## src/rtl/tenkey_scan_if.sv

```systemverilog
// Keypad matrix bundle between the scanner and the switch matrix / lock side.
//   row_n  : matrix row returns, active-low (matrix -> scanner)
//   col_n  : column drive, active-low, one-cold (scanner -> matrix)
//   tenkey : one-hot debounced digit (scanner -> lock)
//   close  : debounced '*' level (scanner -> lock)
interface tenkey_scan_if;
  logic [3:0] row_n;
  logic [2:0] col_n;
  logic [9:0] tenkey;
  logic       close;

  // Matrix / environment side: drives rows, observes columns and results.
  modport master (output row_n, input col_n, tenkey, close);
  // Scanner side.
  modport slave (input row_n, output col_n, tenkey, close);
endinterface

```

## src/rtl/tenkey_scan.sv

```systemverilog
// 4x3 keypad scanner: drives one column low at a time, synchronises the row
// returns, builds a per-frame key result and debounces it into one-hot digit
// lines plus a close level for the '*' key.
// Ports:
//   ck    : clock, rising edge
//   reset : asynchronous, active-high
//   bus   : tenkey_scan_if.slave (row_n in; col_n, tenkey, close out)
module tenkey_scan #(
  parameter int unsigned SCAN_DIV   = 4,
  parameter int unsigned DEB_FRAMES = 3
) (
  input  logic          ck,
  input  logic          reset,
  tenkey_scan_if.slave  bus
);

  localparam int unsigned DIV_W  = 8;
  localparam int unsigned DEB_W  = 4;
  localparam int unsigned CODE_W = 4;

  localparam logic [CODE_W-1:0] CODE_STAR = CODE_W'(10);
  localparam logic [CODE_W-1:0] CODE_HASH = CODE_W'(11);
  localparam logic [CODE_W-1:0] CODE_NONE = CODE_W'(15);
  localparam logic [DIV_W-1:0]  TC_VAL    = DIV_W'(SCAN_DIV - 1);
  localparam logic [DEB_W-1:0]  DEB_MAX   = DEB_W'(DEB_FRAMES);

  typedef enum logic [1:0] {COL0 = 2'd0, COL1 = 2'd1, COL2 = 2'd2} col_e;

  col_e              col_q, col_nxt;
  logic [2:0]        col_n_q, col_n_d;
  logic [3:0]        row_s1, row_s2;
  logic [DIV_W-1:0]  presc;
  logic              tc;
  logic [1:0]        hit_cnt, hit_cnt_nxt;
  logic [CODE_W-1:0] hit_code, hit_code_nxt;
  logic [CODE_W-1:0] cand, cand_nxt;
  logic [DEB_W-1:0]  stable, stable_nxt;
  logic [9:0]        tenkey_q, tenkey_nxt;
  logic              close_q, close_nxt;

  // Key code at a matrix position; row 3 holds '*', 0 and '#'.
  function automatic logic [CODE_W-1:0] key_code(input logic [1:0] row,
                                                 input logic [1:0] col);
    if (row == 2'd3) begin
      case (col)
        2'd0:    key_code = CODE_STAR;
        2'd1:    key_code = CODE_W'(0);
        default: key_code = CODE_HASH;
      endcase
    end else begin
      key_code = CODE_W'(row) * CODE_W'(3) + CODE_W'(col) + CODE_W'(1);
    end
  endfunction

  assign tc = (presc == TC_VAL);

  // Column state register, synchroniser and prescaler.
  always_ff @(posedge ck or posedge reset) begin
    if (reset) begin
      col_q   <= COL0;
      col_n_q <= 3'b110;
      row_s1  <= 4'b1111;
      row_s2  <= 4'b1111;
      presc   <= '0;
    end else begin
      col_q   <= col_nxt;
      col_n_q <= col_n_d;
      row_s1  <= bus.row_n;
      row_s2  <= row_s1;
      presc   <= tc ? '0 : presc + DIV_W'(1);
    end
  end

  // Column advance on terminal count.
  always_comb begin
    col_nxt = col_q;
    if (tc) begin
      case (col_q)
        COL0:    col_nxt = COL1;
        COL1:    col_nxt = COL2;
        default: col_nxt = COL0;
      endcase
    end
  end

  // Column drive for the state being entered, so col_n stays registered.
  always_comb begin
    col_n_d = 3'b110;
    case (col_nxt)
      COL1:    col_n_d = 3'b101;
      COL2:    col_n_d = 3'b011;
      default: col_n_d = 3'b110;
    endcase
  end

  // Frame accumulation, frame result and debounce.
  always_comb begin
    logic [2:0]        col_hits;
    logic [CODE_W-1:0] col_code;
    logic [1:0]        base_cnt;
    logic [CODE_W-1:0] base_code;
    logic [2:0]        sum;
    logic [CODE_W-1:0] result;

    col_hits     = '0;
    col_code     = CODE_NONE;
    hit_cnt_nxt  = hit_cnt;
    hit_code_nxt = hit_code;
    cand_nxt     = cand;
    stable_nxt   = stable;
    tenkey_nxt   = tenkey_q;
    close_nxt    = close_q;
    result       = CODE_NONE;

    for (int r = 0; r < 4; r++) begin
      if (!row_s2[r]) begin
        col_hits = col_hits + 3'd1;
        col_code = key_code(2'(r), 2'(col_q));
      end
    end

    // Column 0 starts a fresh frame.
    base_cnt  = (col_q == COL0) ? 2'd0 : hit_cnt;
    base_code = (col_q == COL0) ? CODE_NONE : hit_code;
    sum       = 3'(base_cnt) + col_hits;

    if (tc) begin
      hit_cnt_nxt  = (sum >= 3'd2) ? 2'd2 : sum[1:0];
      hit_code_nxt = (col_hits != 3'd0) ? col_code : base_code;

      if (col_q == COL2) begin
        result = (hit_cnt_nxt == 2'd1) ? hit_code_nxt : CODE_NONE;
        if (result == cand) begin
          stable_nxt = (stable >= DEB_MAX) ? DEB_MAX : stable + DEB_W'(1);
        end else begin
          cand_nxt   = result;
          stable_nxt = DEB_W'(1);
        end
        if (stable_nxt == DEB_MAX) begin
          tenkey_nxt = (cand_nxt <= CODE_W'(9)) ? (10'(1) << cand_nxt) : '0;
          close_nxt  = (cand_nxt == CODE_STAR);
        end
      end
    end
  end

  // Accumulator, debounce and output registers.
  always_ff @(posedge ck or posedge reset) begin
    if (reset) begin
      hit_cnt  <= '0;
      hit_code <= CODE_NONE;
      cand     <= CODE_NONE;
      stable   <= '0;
      tenkey_q <= '0;
      close_q  <= 1'b0;
    end else begin
      hit_cnt  <= hit_cnt_nxt;
      hit_code <= hit_code_nxt;
      cand     <= cand_nxt;
      stable   <= stable_nxt;
      tenkey_q <= tenkey_nxt;
      close_q  <= close_nxt;
    end
  end

  assign bus.col_n  = col_n_q;
  assign bus.tenkey = tenkey_q;
  assign bus.close  = close_q;

endmodule
```

## src/flat_wrapper.sv

```systemverilog
// flat-port wrapper written by rule: the top's interface ports become plain ports
module tenkey_scan_flat 
#(
  parameter int unsigned SCAN_DIV   = 4,
  parameter int unsigned DEB_FRAMES = 3
)
  (ck, reset, bus_row_n, bus_col_n, bus_tenkey, bus_close);
  tenkey_scan_if bus_i ();
  input  logic ck;
  input  logic reset;
  input wire logic [$bits(bus_i.row_n)-1:0] bus_row_n;
  output wire logic [$bits(bus_i.col_n)-1:0] bus_col_n;
  output wire logic [$bits(bus_i.tenkey)-1:0] bus_tenkey;
  output wire logic [$bits(bus_i.close)-1:0] bus_close;
  assign bus_i.row_n = bus_row_n;
  assign bus_col_n = bus_i.col_n;
  assign bus_tenkey = bus_i.tenkey;
  assign bus_close = bus_i.close;
  tenkey_scan #(.SCAN_DIV(SCAN_DIV), .DEB_FRAMES(DEB_FRAMES)) u_core (.ck(ck), .reset(reset), .bus(bus_i));
endmodule
```

## config.mk

```make
export PLATFORM = sky130hd
export DESIGN_NAME = tenkey_scan_flat
export DESIGN_NICKNAME = d
export VERILOG_FILES = /design/src/rtl/tenkey_scan_if.sv /design/src/rtl/tenkey_scan.sv /design/src/flat_wrapper.sv
export SDC_FILE = /design/constraint.sdc
export NUM_CORES = 1
export LEC_CHECK = 0
export BUFFER_PORTS_ARGS = -buffer_cell sky130_fd_sc_hd__buf_2
export CAP_MARGIN = 20
export CELL_PAD_IN_SITES_DETAIL_PLACEMENT = 1
export CELL_PAD_IN_SITES_GLOBAL_PLACEMENT = 2
export CORE_UTILIZATION = 40
export CTS_CLUSTER_DIAMETER = 200
export DETAILED_ROUTE_END_ITERATION = 8
export GPL_TIMING_DRIVEN = 0
export PLACE_DENSITY = 0.87
export SLEW_MARGIN = 0
export SYNTH_ARGS = -nofsm -noshare
export SYNTH_HDL_FRONTEND = slang
export SYNTH_SLANG_ARGS = --single-unit
export TNS_END_PERCENT = 30
```

## constraint.sdc

```tcl
create_clock -name ck -period 4.7 [get_ports ck]
set_input_delay 0.235 -clock ck [delete_from_list [all_inputs] [get_ports ck]]
set_output_delay 0.235 -clock ck [all_outputs]
set_load 0.05 [all_outputs]
```

# Word-level counts from Yosys, hierarchy flattened
# Index checks and enable logic that the tools add are counted.
dict set report totals {
  register_bits 46
  wordCells 65
}
dict set report op_classes {
  add_sub_neg 11
  order_cmp 3
  eq_ne 9
  shifts 1
  mux 26
  reduce_logical 4
}
# op n
set op_table {}
lappend op_table {{two-way mux 4 bit} 14}
lappend op_table {{adder 4 x 1 -> 4 bit (second input constant)} 3}
lappend op_table {{two-way mux 10 bit} 1}
lappend op_table {{left shift 1 x 4 -> 10 bit (first input constant)} 1}
lappend op_table {{two-way mux 3 bit} 3}
lappend op_table {{adder 8 x 1 -> 8 bit (second input constant)} 1}
lappend op_table {{equality test 8 x 2 -> 1 bit (second input constant)} 1}
lappend op_table {{two-way mux 8 bit} 1}
lappend op_table {{case mux 4 bit (2 select lines)} 1}
lappend op_table {{adder 3 x 1 -> 3 bit (second input constant)} 2}
lappend op_table {{equality test 2 x 1 -> 1 bit (second input constant)} 3}
lappend op_table {{two-way mux 2 bit} 3}
lappend op_table {{case mux 3 bit (2 select lines)} 1}
lappend op_table {{adder 3 x 2 -> 4 bit (first input constant)} 1}
lappend op_table {{equality test 2 bit (second input constant)} 2}
lappend op_table {{equality test 4 x 2 -> 1 bit (second input constant)} 1}
lappend op_table {{equality test 4 bit} 1}
lappend op_table {{equality test 4 bit (second input constant)} 1}
lappend op_table {{greater-or-equal comparator 4 x 2 -> 1 bit (second input constant)} 1}
lappend op_table {{less-or-equal comparator 4 bit (second input constant)} 1}
lappend op_table {{case mux 2 bit (2 select lines)} 1}
lappend op_table {{adder 2 x 1 -> 3 bit (second input constant)} 1}
lappend op_table {{adder 2 x 2 -> 3 bit (first input constant)} 1}
lappend op_table {{adder 2 x 3 -> 3 bit} 1}
lappend op_table {{7 further kinds} 7}

# Logic depth before layout (Yosys ltp)
dict set report logic_depth {
  ltp_word 18
  depth_mapped 17
}

# Least setup slack after synthesis
# No wires, ideal clock.
dict set report synth_timing {
  path_type {register -> register}
  startpoint {reg u_core.row_s2[1]}
  endpoint {reg u_core.close_q (netlist: u_core.bus.close)}
  setup_ps 125
  t_arrival_ps 3871
  t_required_ps 4575
  slack_ps 704
  stages_incl_launch_ff 15
  path_buffers 2
  synth_period_minus_slack_ps 3996
  path_cell_list {dfstp_2 > inv_1 > ha_1 > buf_2 > xnor2_1 > a21oi_1 > fa_1 > nand3_1 > and4b_4 > nor2_2 > a2111oi_2 > o32ai_2 > a311oi_2 > buf_6 > mux2_4}
}
dict set report synth_between {
  elab_chain_cells 16
  elab_cells_between_ends 25
  classes_between {add/sub (3); order compare (1); eq/ne (4); mux (15); reduce/logical (2)}
}
# element line_no
set synth_lines {}
lappend synth_lines {{from (decl)} tenkey_scan.sv:31} ;# logic [3:0] row_s1, row_s2;
lappend synth_lines {{from (signal assigned)} tenkey_scan.sv:69} ;# row_s2 <= row_s1;
lappend synth_lines {{two-way mux 3 bit} tenkey_scan.sv:116} ;# if (!row_s2[r]) begin
lappend synth_lines {{adder 3 x 1 -> 3 bit} tenkey_scan.sv:117} ;# col_hits = col_hits + 3'd1;
lappend synth_lines {{two-way mux 3 bit} tenkey_scan.sv:116}
lappend synth_lines {{adder 3 x 1 -> 3 bit} tenkey_scan.sv:117}
lappend synth_lines {{two-way mux 3 bit} tenkey_scan.sv:116}
lappend synth_lines {{adder 2 x 3 -> 3 bit} tenkey_scan.sv:125} ;# sum = 3'(base_cnt) + col_hits;
lappend synth_lines {{greater-or-equal comparator 3 x 2 -> 1 bit} tenkey_scan.sv:128} ;# hit_cnt_nxt = (sum >= 3'd2) ? 2'd2 : sum[1:0];
lappend synth_lines {{two-way mux 2 bit} tenkey_scan.sv:128}
lappend synth_lines {{equality test 2 x 1 -> 1 bit} tenkey_scan.sv:132} ;# result = (hit_cnt_nxt == 2'd1) ? hit_code_nxt : CODE_NONE;
lappend synth_lines {{two-way mux 4 bit (*)} tenkey_scan.sv:132}
lappend synth_lines {{equality test 4 bit} tenkey_scan.sv:133} ;# if (result == cand) begin
lappend synth_lines {{two-way mux 4 bit} tenkey_scan.sv:133}
lappend synth_lines {{two-way mux 4 bit} tenkey_scan.sv:131} ;# if (col_q == COL2) begin
lappend synth_lines {{two-way mux 4 bit} tenkey_scan.sv:127} ;# if (tc) begin
lappend synth_lines {{equality test 4 x 2 -> 1 bit} tenkey_scan.sv:139} ;# if (stable_nxt == DEB_MAX) begin
lappend synth_lines {{AND reduction 3 bit (no source line)} n/a}
lappend synth_lines {{to (signal assigned)} tenkey_scan.sv:162} ;# close_q <= close_nxt;
lappend synth_lines {{to (decl)} tenkey_scan.sv:39} ;# logic close_q, close_nxt;
# Mark *: on every way between the ends. The rest lies on a longest branch, timed or not. The select of a mux whose other input is x is not followed.
# A chain may end at the register's enable or synchronous reset.

# Worst setup path in the final report
dict set report layout_timing {
  startpoint {reg u_core.row_s2[1]}
  endpoint {reg u_core.tenkey_q[8] (netlist: u_core.bus.tenkey[8])}
}
dict set report layout_between {
  elab_chain_cells 16
  elab_cells_between_ends 27
  classes_between {add/sub (3); order compare (2); eq/ne (3); shift (1); mux (16); reduce/logical (2)}
}
# element line_no
set layout_lines {}
lappend layout_lines {{two-way mux 3 bit} tenkey_scan.sv:116}
lappend layout_lines {{adder 3 x 1 -> 3 bit} tenkey_scan.sv:117}
lappend layout_lines {{two-way mux 3 bit} tenkey_scan.sv:116}
lappend layout_lines {{adder 3 x 1 -> 3 bit} tenkey_scan.sv:117}
lappend layout_lines {{two-way mux 3 bit} tenkey_scan.sv:116}
lappend layout_lines {{adder 2 x 3 -> 3 bit} tenkey_scan.sv:125}
lappend layout_lines {{greater-or-equal comparator 3 x 2 -> 1 bit} tenkey_scan.sv:128}
lappend layout_lines {{two-way mux 2 bit} tenkey_scan.sv:128}
lappend layout_lines {{equality test 2 x 1 -> 1 bit} tenkey_scan.sv:132}
lappend layout_lines {{two-way mux 4 bit (*)} tenkey_scan.sv:132}
lappend layout_lines {{equality test 4 bit} tenkey_scan.sv:133}
lappend layout_lines {{two-way mux 4 bit} tenkey_scan.sv:133}
lappend layout_lines {{two-way mux 4 bit} tenkey_scan.sv:131}
lappend layout_lines {{two-way mux 4 bit} tenkey_scan.sv:127}
lappend layout_lines {{less-or-equal comparator 4 bit (tied with other cells)} tenkey_scan.sv:140} ;# tenkey_nxt = (cand_nxt <= CODE_W'(9)) ? (10'(1) << cand_nxt) : '0;
lappend layout_lines {{two-way mux 10 bit or AND reduction 3 bit (tied branches)} n/a}
lappend layout_lines {{to (signal assigned)} tenkey_scan.sv:161} ;# tenkey_q <= tenkey_nxt;
lappend layout_lines {{to (decl)} tenkey_scan.sv:38} ;# logic [9:0] tenkey_q, tenkey_nxt;
# Marks and branches as above.

==> impl_results.rst <==
.. list-table::
   :header-rows: 1

   * - Metric
     - Value
   * - P_int
     - 646 uW
   * - I/O Buffers
     - 19
   * - Most used cells in the layout excluding fill and tap cells
     - sky130_fd_sc_hd__dfrtp_1, sky130_fd_sc_hd__buf_2, sky130_fd_sc_hd__dfstp_2
   * - Arr. time, crit path
     - 4610 ps
   * - Number of library cell types mapped by synthesis
     - 60
   * - Antenna violations before repair
     - 0
   * - Layout Skew
     - 19.3 ps
   * - Maximum buffer depth of the clock tree
     - 2
   * - Capture point of the worst path
     - u_core.bus.tenkey[8]
   * - Clock power share
     - 0.259
   * - Switching power of the nets
     - 301 uW
   * - Total negative slack for setup checks
     - 0 ps
   * - Chip Width
     - 85.4 um
   * - Final hold vios
     - 0
   * - Synthesized-area fraction occupied by adder cells
     - 0.0747
   * - Top FF cell, synth
     - sky130_fd_sc_hd__dfrtp_1
   * - Net switching share of the total power
     - 0.318
   * - Top-level port count
     - 20
   * - Library cell occupying the most area in the post-synthesis netlist
     - sky130_fd_sc_hd__dfrtp_1
   * - Leading cell type in the layout, fill and taps excluded
     - sky130_fd_sc_hd__dfrtp_1
   * - Worst setup SP type
     - register
   * - Post-route fraction of the period consumed by the critical path
     - 0.942
   * - Detailed-router iteration count before antenna repair
     - 4
   * - Core ar.
     - 6760 um^2
   * - Post-detailed-placement cell area
     - 2990 um^2
   * - Top cells by area, synth
     - sky130_fd_sc_hd__dfrtp_1, sky130_fd_sc_hd__dfstp_2, sky130_fd_sc_hd__ha_1
   * - Reg power frac
     - 0.499
   * - Worst min-delay path category
     - in2reg
   * - Kind of end point of the critical path
     - register
   * - FF-to-FF End
     - u_core.bus.tenkey[8]
   * - Sequential area share after synthesis
     - 0.422
   * - Hpwl dp
     - 4530 um
   * - TritonCTS clock tree
     - done
   * - Post-detailed-route count of antenna-violating nets
     - 0
   * - Critical Path RT
     - 4880 ps
   * - Post-synth EDFFs
     - 0
   * - Max-slew headroom at the worst pin
     - 0.519
   * - Proportion of layout cells with a drive suffix above 1
     - 0.283
   * - Post-route standard cell area excluding fillers
     - 3110 um^2
   * - Clock period minus final worst setup slack
     - 4430 ps
   * - Fraction of the mapped netlist area in simple logic gates
     - 0.184
   * - Via density per instance
     - 5.46
   * - Critical Path Fanout Max
     - 10
   * - Achievable clock frequency
     - 226 MHz
   * - Area enclosed by the die boundary
     - 7280 um^2
   * - Final setup violation count
     - 0
   * - Area growth, synth to finish
     - 11.9%
   * - Register-to-Register Setup Slack
     - 270 ps
   * - Final WL
     - 6060 um
   * - Synth Net Count
     - 274
   * - Residual overflow from global routing
     - 0
   * - Count of antenna diodes in the layout
     - 0
   * - YS warnings
     - 0
   * - Max Cap Violations
     - 0
   * - Largest net degree at the start of global routing
     - 28
   * - P_leak
     - 1.42 nW
   * - CTS buffer count
     - 5
   * - XOR/XNOR share of the synthesized area
     - 0.0315
   * - Classification of the worst setup path
     - reg2reg
   * - Proportion of power drawn by combinational gates
     - 0.242
   * - Average footprint of a synthesized cell
     - 11.0 um^2
   * - Power per cell area
     - 304 nW/um^2
   * - # H-tree levels
     - 2
   * - Per-cell routed wire length
     - 16.7 um
   * - Die Ht
     - 85.4 um
   * - Post-synthesis compound-gate area fraction
     - 0.137
   * - Result of the run
     - complete, no violations
   * - Yosys top cell area share
     - 0.252
   * - Share of synthesized area spent on multiplexers
     - 0.101
   * - Std cell rows
     - 30
   * - Global-route usage over all layers
     - 0.182
   * - Post-synthesis sequential element count
     - 46
   * - Num Clock Sinks
     - 46
   * - Post-CTS clock slew at the launch and capture registers of the worst setup and hold paths
     - 100 ps
   * - Count of routing violations after the opening detailed-route iteration
     - 95
   * - Cell count of the worst reg-to-reg path
     - 14
   * - Routability cong.
     - 0.757
   * - Number of vias in the routed layout
     - 1,981
   * - Drt drc
     - 0
   * - Pin slew with the least headroom to its limit
     - 702 ps
   * - Post-Synthesis Cell Area
     - 2780 um^2
   * - Global-route wire length before repair
     - 10,500 um
   * - Max Slew Vio Count
     - 0
   * - Number of global-route vias before repair
     - 2,185
   * - Largest family of logic cells by synthesized area
     - simple AND/OR/NAND/NOR gates
   * - Number of cells produced by synthesis
     - 252
   * - Share of synthesized registers carrying an async set or reset
     - 1.00
   * - Largest voltage drop on the vdd net
     - 0.149 mV
   * - Setup Buffers After CTS
     - 0
   * - Launch point of the worst path
     - u_core.row_s2[1]
   * - Skew-Pair Late Insertion Delay
     - 310 ps
   * - Launch point of the worst reg-to-reg path
     - u_core.row_s2[1]
   * - Number of nets in the final layout
     - 304
   * - RSZ-0062 raised after global routing
     - false
   * - Initial core utilization
     - 0.411
   * - Root buffer cell
     - sky130_fd_sc_hd__clkbuf_8
-- registers in the layout (all words and copies together) (netlist names) --
name and cells:
u_core.col_q 2, u_core.bus.col_n 3, u_core.bus.tenkey 10, u_core.presc 8
u_core.hit_cnt 2, u_core.row_s2 4, u_core.bus.close 1, u_core.cand 4
u_core.hit_code 4, u_core.row_s1 4, u_core.stable 4
-- routing by layer --
| layer | track usage | up-vias | share of wire |
|---|---|---|---|
| met1 | 0.234 | 990 | 0.47 |
| met3 | 0.0302 | 6 | 0.025 |
| met5 | 0 | - | 0 |
| met2 | 0.316 | 23 | 0.49 |
| met4 | 0.0530 | 0 | 0.014 |
| li1 | - | 962 | - |
-- critical path, stage by stage, from the launching register on --
cell and delay, ps:
sky130_fd_sc_hd__dfstp_2 620, sky130_fd_sc_hd__inv_1 100, sky130_fd_sc_hd__ha_1 320, sky130_fd_sc_hd__buf_2 200, sky130_fd_sc_hd__xnor2_1 410, sky130_fd_sc_hd__a21oi_1 180
sky130_fd_sc_hd__fa_1 600, sky130_fd_sc_hd__nand3_1 80, sky130_fd_sc_hd__and4b_4 350, sky130_fd_sc_hd__nor2_2 90, sky130_fd_sc_hd__a2111oi_2 340, sky130_fd_sc_hd__o32ai_2 170
sky130_fd_sc_hd__a311oi_2 290, sky130_fd_sc_hd__buf_6 240, sky130_fd_sc_hd__mux2_4 330
-- synth_stat cells (4+ instances only) --
cell type	instances
sky130_fd_sc_hd__a21oi_1	6
sky130_fd_sc_hd__a31oi_1	4
sky130_fd_sc_hd__and2_1	4
sky130_fd_sc_hd__and3_1	15
sky130_fd_sc_hd__dfrtp_1	28
sky130_fd_sc_hd__dfstp_2	18
sky130_fd_sc_hd__ha_1	15
sky130_fd_sc_hd__inv_1	17
sky130_fd_sc_hd__mux2_2	4
sky130_fd_sc_hd__mux2_4	10
sky130_fd_sc_hd__mux2i_1	4
sky130_fd_sc_hd__nand2_1	7
sky130_fd_sc_hd__nand2b_1	8
sky130_fd_sc_hd__nand3_1	9
sky130_fd_sc_hd__nor2_1	13
sky130_fd_sc_hd__nor2b_1	7
sky130_fd_sc_hd__nor3_1	5
sky130_fd_sc_hd__o21a_1	4
sky130_fd_sc_hd__o21ai_0	8
sky130_fd_sc_hd__xnor2_1	8
-- per-stage QoR --
step | hold WS [ps] | setup WS (ps) | total power, mW | instances | util
2_1_floorplan | 239 | 704 | 0.648 | 252 | -
3_3_place_gp | 339 | 360 | 0.693 | 351 | 0.440
3_5_place_dp | 261 | 265 | 0.707 | 352 | 0.443
4_1_cts | 4.04 | 227 | 0.955 | 361 | 0.457
5_1_grt | 2.20 | 2.78 | 0.995 | 363 | 0.460
6_report | 12.8 | 271 | 0.947 | 363 | 0.460
-- power by group through the flow --
stage          logic, mW  registers [mW]  clock network [mW]
6_report           0.229           0.472               0.245
3_5_place_dp       0.228           0.480                   0
4_1_cts            0.229           0.473               0.253
2_1_floorplan      0.165           0.483                   0
3_3_place_gp       0.215           0.478                   0
5_1_grt            0.252           0.478               0.265
-- worst min-delay path by stage --
stage	start	endpoint	cells past startpoint
finish	bus_row_n[3]	u_core.row_s1[3]	1
global placement	bus_row_n[1]	u_core.row_s1[1]	1
global route	bus_row_n[2]	u_core.row_s1[2]	1
CTS	bus_row_n[1]	u_core.row_s1[1]	1
floorplan	bus_row_n[0]	u_core.row_s1[0]	0
detailed placement	reset	u_core.presc[7]	2
-- cell families after synthesis --
family,after synthesis
AOI/OAI and AO/OA,43
xor gates and xnor gates,10
adders and majority gates,16
buffers and inverters,29
DFF,46
muxes,20
and+or+nand+nor,88
-- timing repair --
action	in CTS	in global routing
endpoints found under the hold margin	9	2
hold buffers	1	2
resized for setup	0	0
-- layout make-up --
cell class	instances	area (um^2)
plain buffers	11	71.3
clock buffers	6	72.6
clock inverters	2	12.5
fillers	761	3650
inverters	18	67.6
multi-input cells	177	1470
flip-flops and latches	46	1170
well taps	80	100
repair buffers	23	145
No activity file was read; power rests on OpenSTA's default activity.
